===== config.mk =====
export PLATFORM = sky130hd
export DESIGN_NAME = secuenciador_barrido
export DESIGN_NICKNAME = d
export VERILOG_FILES = /design/src/rtl/secuenciador_barrido_pkg.sv /design/src/rtl/contador_permanencia.sv /design/src/rtl/secuenciador_barrido.sv
export SDC_FILE = /design/constraint.sdc
export NUM_CORES = 1
export LEC_CHECK = 0
export CORE_MARGIN = 5
export CORE_UTILIZATION = 59
export DETAILED_ROUTE_END_ITERATION = 16
export DONT_BUFFER_PORTS = 1
export PLACE_DENSITY = 0.79
export SLEW_MARGIN = 5
export SYNTH_ARGS = -nofsm -noshare
export SYNTH_HDL_FRONTEND = slang
export SYNTH_SLANG_ARGS = --single-unit

===== constraint.sdc =====
create_clock -name Reloj -period 1.93 [get_ports Reloj]
set_input_delay 0.0965 -clock Reloj [delete_from_list [all_inputs] [get_ports Reloj]]
set_output_delay 0.0965 -clock Reloj [all_outputs]
set_load 0.01 [all_outputs]

===== src/rtl/secuenciador_barrido_pkg.sv =====
// Shared definitions for the scan sequencer: state encoding, last selector
// value, default parameters and the selector-to-bit mapping.
package secuenciador_barrido_pkg;

    typedef enum logic {
        REPOSO  = 1'b0,
        BARRIDO = 1'b1
    } estado_t;

    localparam logic [1:0]  SEL_ULTIMO      = 2'd3;
    localparam int unsigned PERMANENCIA_DEF = 4;
    localparam int unsigned ANCHO_CNT_DEF   = 8;

    // Selector value s routes Entrada[3-s], so that is the word bit it fills.
    function automatic logic [1:0] indice_bit(input logic [1:0] sel);
        return SEL_ULTIMO - sel;
    endfunction

endpackage


===== src/rtl/contador_permanencia.sv =====
// Hold counter for the scan sequencer.
// Ports:
//   Reloj    in  clock, rising edge
//   Reset    in  synchronous active-high reset
//   clear    in  force count to 0
//   enable   in  advance count; wraps to 0 after the terminal value
//   terminal out high when count == PERMANENCIA-1
module contador_permanencia
    import secuenciador_barrido_pkg::*;
#(
    parameter int unsigned PERMANENCIA = PERMANENCIA_DEF,
    parameter int unsigned ANCHO_CNT   = ANCHO_CNT_DEF
) (
    input  logic Reloj,
    input  logic Reset,
    input  logic clear,
    input  logic enable,
    output logic terminal
);

    localparam logic [ANCHO_CNT-1:0] CNT_FIN = ANCHO_CNT'(PERMANENCIA - 1);

    logic [ANCHO_CNT-1:0] cnt_q;
    logic [ANCHO_CNT-1:0] cnt_d;

    assign terminal = (cnt_q == CNT_FIN);

    always_comb begin
        cnt_d = cnt_q;
        if (clear) begin
            cnt_d = '0;
        end else if (enable) begin
            cnt_d = terminal ? '0 : cnt_q + 1'b1;
        end
    end

    always_ff @(posedge Reloj) begin
        if (Reset) begin
            cnt_q <= '0;
        end else begin
            cnt_q <= cnt_d;
        end
    end

endmodule


===== src/rtl/secuenciador_barrido.sv =====
// Scan sequencer driving the Selector of a 4-to-1 mux. Steps Selector 0..3,
// holding each value PERMANENCIA clocks, samples the mux output on the last
// clock of each hold and publishes the reassembled word at sweep end.
// Ports:
//   Reloj     in   clock, rising edge
//   Reset     in   synchronous active-high reset
//   Iniciar   in   start request (honoured only when idle)
//   Continuo  in   restart immediately after each sweep
//   SalidaMux in   mux output
//   Selector  out  mux select; value s routes Entrada[3-s]
//   Captura   out  last complete word, bit i = Entrada[i]
//   Listo     out  one-clock pulse when Captura updates
//   Ocupado   out  sweep in progress
module secuenciador_barrido
    import secuenciador_barrido_pkg::*;
#(
    parameter int unsigned PERMANENCIA = PERMANENCIA_DEF,
    parameter int unsigned ANCHO_CNT   = ANCHO_CNT_DEF
) (
    input  logic       Reloj,
    input  logic       Reset,
    input  logic       Iniciar,
    input  logic       Continuo,
    input  logic       SalidaMux,
    output logic [1:0] Selector,
    output logic [3:0] Captura,
    output logic       Listo,
    output logic       Ocupado
);

    estado_t    estado_q, estado_d;
    logic [1:0] sel_q, sel_d;
    logic [3:0] sombra_q, sombra_d;
    logic [3:0] captura_q, captura_d;
    logic       listo_q, listo_d;
    logic       cnt_clear;
    logic       cnt_en;
    logic       cnt_fin;

    contador_permanencia #(
        .PERMANENCIA (PERMANENCIA),
        .ANCHO_CNT   (ANCHO_CNT)
    ) u_contador (
        .Reloj    (Reloj),
        .Reset    (Reset),
        .clear    (cnt_clear),
        .enable   (cnt_en),
        .terminal (cnt_fin)
    );

    always_comb begin
        estado_d  = estado_q;
        sel_d     = sel_q;
        sombra_d  = sombra_q;
        captura_d = captura_q;
        listo_d   = 1'b0;
        cnt_clear = 1'b0;
        cnt_en    = 1'b0;
        case (estado_q)
            REPOSO: begin
                // Counter held at 0 so the first hold starts clean.
                cnt_clear = 1'b1;
                sel_d     = 2'd0;
                if (Iniciar) begin
                    estado_d = BARRIDO;
                end
            end
            BARRIDO: begin
                cnt_en = 1'b1;
                if (cnt_fin) begin
                    sombra_d[indice_bit(sel_q)] = SalidaMux;
                    if (sel_q == SEL_ULTIMO) begin
                        // Publish the word including the bit sampled this edge.
                        captura_d = sombra_d;
                        listo_d   = 1'b1;
                        sel_d     = 2'd0;
                        if (!Continuo) begin
                            estado_d = REPOSO;
                        end
                    end else begin
                        sel_d = sel_q + 2'd1;
                    end
                end
            end
            default: begin
                estado_d = REPOSO;
            end
        endcase
    end

    always_ff @(posedge Reloj) begin
        if (Reset) begin
            estado_q  <= REPOSO;
            sel_q     <= 2'd0;
            sombra_q  <= 4'd0;
            captura_q <= 4'd0;
            listo_q   <= 1'b0;
        end else begin
            estado_q  <= estado_d;
            sel_q     <= sel_d;
            sombra_q  <= sombra_d;
            captura_q <= captura_d;
            listo_q   <= listo_d;
        end
    end

    assign Selector = sel_q;
    assign Captura  = captura_q;
    assign Listo    = listo_q;
    assign Ocupado  = (estado_q == BARRIDO);

endmodule


==> impl_metrics.csv <==
group,metric,value,unit
setup_path,start_kind,"flop",
sta,setup_violations,0,
pwr,p_clk_share,32.1,%
layout,fillerInstances,107,
synthesis,synth_cell_type_count,24,
setup_path,ff2ff_setup_slack,0.15,ns
pwr,comb_power_share,4.8,%
pwr,switching_share,22.8,%
sta,clock-skew-final,0.00252,ns
grt,track_usage,16.7,%
sta,fin_crit_sh,92.4,%
placement,dpl.hpwl,1310,um
sta,maxSlewHeadroom,81.0,%
sta,timing.fmax,561,MHz
synthesis,synthMuxAreaShare,6.96,%
pwr,pwr-share-seq,63.1,%
cts,cts_tree,"done",
sta,drv_slew,0,
placement,place_ws,0.138,ns
pwr,p_sw,0.000143,W
sta,hold_violations,0,
layout,drive_above_1_share,13.0,%
pwr,cellInternalPower,0.000486,W
setup_path,cp-end-kind,"flop",
worst_hold_path,min_to,"Selector[1]",
setup_path,rr_worst_depth,5,
synthesis,synth_top_family_by_area,"simple AND/OR/NAND/NOR gates",
pwr,p_leak,0.362,nW
floorplan,start_util,61.6,%
worst_hold_path,hold_path_class,"in2reg",
drt,drt-total-wl,2050,um
drt,vias,789,
setup_path,critPathKind,"reg2reg",
floorplan,fp-row-count,14,
drt,first_pass_iters,4,
grt,grtUsageMet3,5.81,%
sta,tightestPinTransition,0.283,ns
synthesis,synth-simple-area-share,28.8,%
setup_path,reg2reg_to,"Ocupado",
floorplan,die-area,0.00244,mm^2
setup_path,r2r_start,"u_contador.cnt_q[0]",
synthesis,yosysSeqAreaShare,41.5,%
placement,port-buffer-count,0,
grt,antenna_found_initial,0,
synthesis,synth_fp_nets,113,
cts,htree_levels,1,
drt,drt-vias-per-instance,6.36,
cts,clk_pin_slew,0.11,ns
grt,grt_max_degree,13,
cts,cts_sinks,19,
job,max-cap-violations,0,
grt,grt_pass1_vias,717,
synthesis,synth_fa_ha_area_share,6.82,%
sta,setup_tns,0,ns
grt,grt_pass1_wl,3180,um
placement,gp_congestion,0.855,
worst_hold_path,min_path_cells,2,
sta,period_needed,1.78,ns
layout,antenna_cells,0,
synthesis,ys_ff_latch,19,
run_status,status,"complete, no violations",
synthesis,synth_cells,103,
drt,drt_iter0_drc,35,
drt,wire_per_inst,16.5,um
grt,busiest_layer,"met2",
grt,grt_overflow,0,
setup_path,required,2.12,ns
cts,clk_latency,0.30,ns
layout,finish.net_count,119,
cts,cts_setup_buffers,0,
cts,clockBufferDepth,2,
synthesis,yosysWarnings,0,
worst_hold_path,hold_path_startpoint,"Reset",
floorplan,core,0.00149,mm^2
floorplan,die_w,49.4,um
grt,met2_usage,23.6,%
drt,remaining_drc_errors,0,
layout,area_growth,10.2,%
cts,cts_root_buffer,"clkbuf_4",
drt,postRouteAntennaNets,0,
synthesis,synth_area,917,um^2
synthesis,synthXorXnorAreaFrac,2.86,%
floorplan,die_h,49.4,um
pwr,vdd_drop_max,0.357,mV
cts,cts_buffers,3,
synthesis,synth-compound-area-share,8.87,%
grt,met1_usage,21.6,%
pwr,pwr_density_cell,622,mW/mm^2
sta,grt_setup_unrepaired,"no",
floorplan,ioPinCount,13,
sta,fin_ws,0.146,ns
setup_path,worstPathMaxFanout,6,
setup_path,crit_arrival,1.98,ns
synthesis,syn_avg_cell_area,8.90,um^2
[power by group through the flow]
stage          Clock (W)  Sequential [W]  Combinational [W]
6_report        0.000202        0.000397          0.0000303
3_5_place_dp           0        0.000406          0.0000229
2_1_floorplan          0        0.000407          0.0000177
4_1_cts         0.000207        0.000397          0.0000299
5_1_grt         0.000229        0.000397          0.0000336
3_3_place_gp           0        0.000406          0.0000224
[stage by stage]
step	util [%]	power, W	std cells	hold slack [ns]	area, um^2
finish	67.9	0.000629	124	0.0000946	1010
global route	67.9	0.000660	124	0.0234	1010
CTS	67.2	0.000633	124	0.00388	1000
detailed placement	63.4	0.000429	117	0.179	943
global placement	63.4	0.000428	117	0.179	943
floorplan	-	0.000424	103	0.266	917
[worst max path at each step]
stage               slack, ns          to                 from  depth (start not counted)
global route             0.03  Captura[2]  u_contador.cnt_q[0]                          5
finish                   0.15     Ocupado  u_contador.cnt_q[0]                          5
CTS                      0.12     Ocupado  u_contador.cnt_q[0]                          5
floorplan                0.20  Captura[0]  u_contador.cnt_q[0]                          5
global placement         0.18     Ocupado  u_contador.cnt_q[0]                          5
detailed placement       0.14     Ocupado  u_contador.cnt_q[0]                          5
[registers in the layout, indices dropped and copies added, names as in the netlist]
| register | cells |
|---|---|
| Ocupado | 1 |
| Listo | 1 |
| sombra_q | 3 |
| u_contador.cnt_q | 8 |
| Selector | 2 |
| Captura | 4 |
[placed cells by master, fill, tap and decap left out, drive strengths merged]
cell type,n
a21o,1
a21oi,5
a31oi,3
and2,1
buf,4
clkbuf,3
clkinv,1
dfxtp,19
dlygate4sd3,3
ha,5
inv,4
mux2,3
mux2i,3
nand2,3
nand2b,6
nand3,4
nand4,6
nor2,6
nor3,6
nor4,5
nor4b,1
o21ai,6
or3,4
or4,1
or4b,2
xor2,3
[critical path, stage by stage (launching register included)]
cell	delay, ns
dfxtp_1	0.37
ha_1	0.24
or4b_4	0.51
buf_4	0.18
nor4_1	0.30
nor3_1	0.07
[cell families after synthesis]
| logic type | count (synthesis) |
|---|---|
| buffers and inverters | 10 |
| AO/OA/AOI/OAI | 15 |
| XOR/XNOR | 3 |
| adder cells (fa/ha/maj) | 5 |
| flip-flops | 19 |
| multiplexers | 6 |
| AND/OR/NAND/NOR | 45 |
[synthesized netlist by cell type]
master | instances | area (um^2)
a21o_1 | 1 | 7.51
a21oi_1 | 5 | 25.0
a31oi_1 | 3 | 18.8
and2_1 | 1 | 6.26
buf_2 | 1 | 5.00
clkbuf_1 | 5 | 18.8
dfxtp_1 | 19 | 380
ha_1 | 5 | 62.6
inv_1 | 4 | 15.0
mux2_2 | 3 | 33.8
mux2i_1 | 3 | 30.0
nand2_1 | 3 | 11.3
nand2b_1 | 6 | 37.5
nand3_1 | 4 | 20.0
nand4_1 | 6 | 37.5
nor2_1 | 6 | 22.5
nor3_1 | 6 | 30.0
nor4_1 | 5 | 31.3
nor4b_2 | 1 | 15.0
o21ai_0 | 6 | 30.0
or3_1 | 4 | 25.0
or4_1 | 1 | 7.51
or4b_1 | 2 | 20.0
xor2_1 | 3 | 26.3
[routing by layer]
| metal | up-vias | share of wire [%] |
|---|---|---|
| li1 | 384 | - |
| met5 | - | 0 |
| met1 | 368 | 45 |
| met2 | 30 | 45 |
| met3 | 7 | 6.8 |
| met4 | 0 | 2.6 |
[cell type report]
| cell class | count | area (um^2) | share of cell area [%] |
|---|---|---|---|
| multi-input cells | 74 | 508 | 50.2 |
| repair buffers | 7 | 60.1 | 5.94 |
| clock buffers | 3 | 22.5 | 2.23 |
| clock inverters | 1 | 5.00 | 0.495 |
| well taps | 16 | 20.0 | 1.98 |
| inverters | 4 | 15.0 | 1.49 |
| flip-flops and latches | 19 | 380 | 37.6 |
[repair_timing]
action	in CTS	in global routing
resized for setup	0	2
hold buffers	3	0
hold endpoints to repair	9	0
endpoints found under the setup margin	0	2
Power figures use the tool's default switching activity.
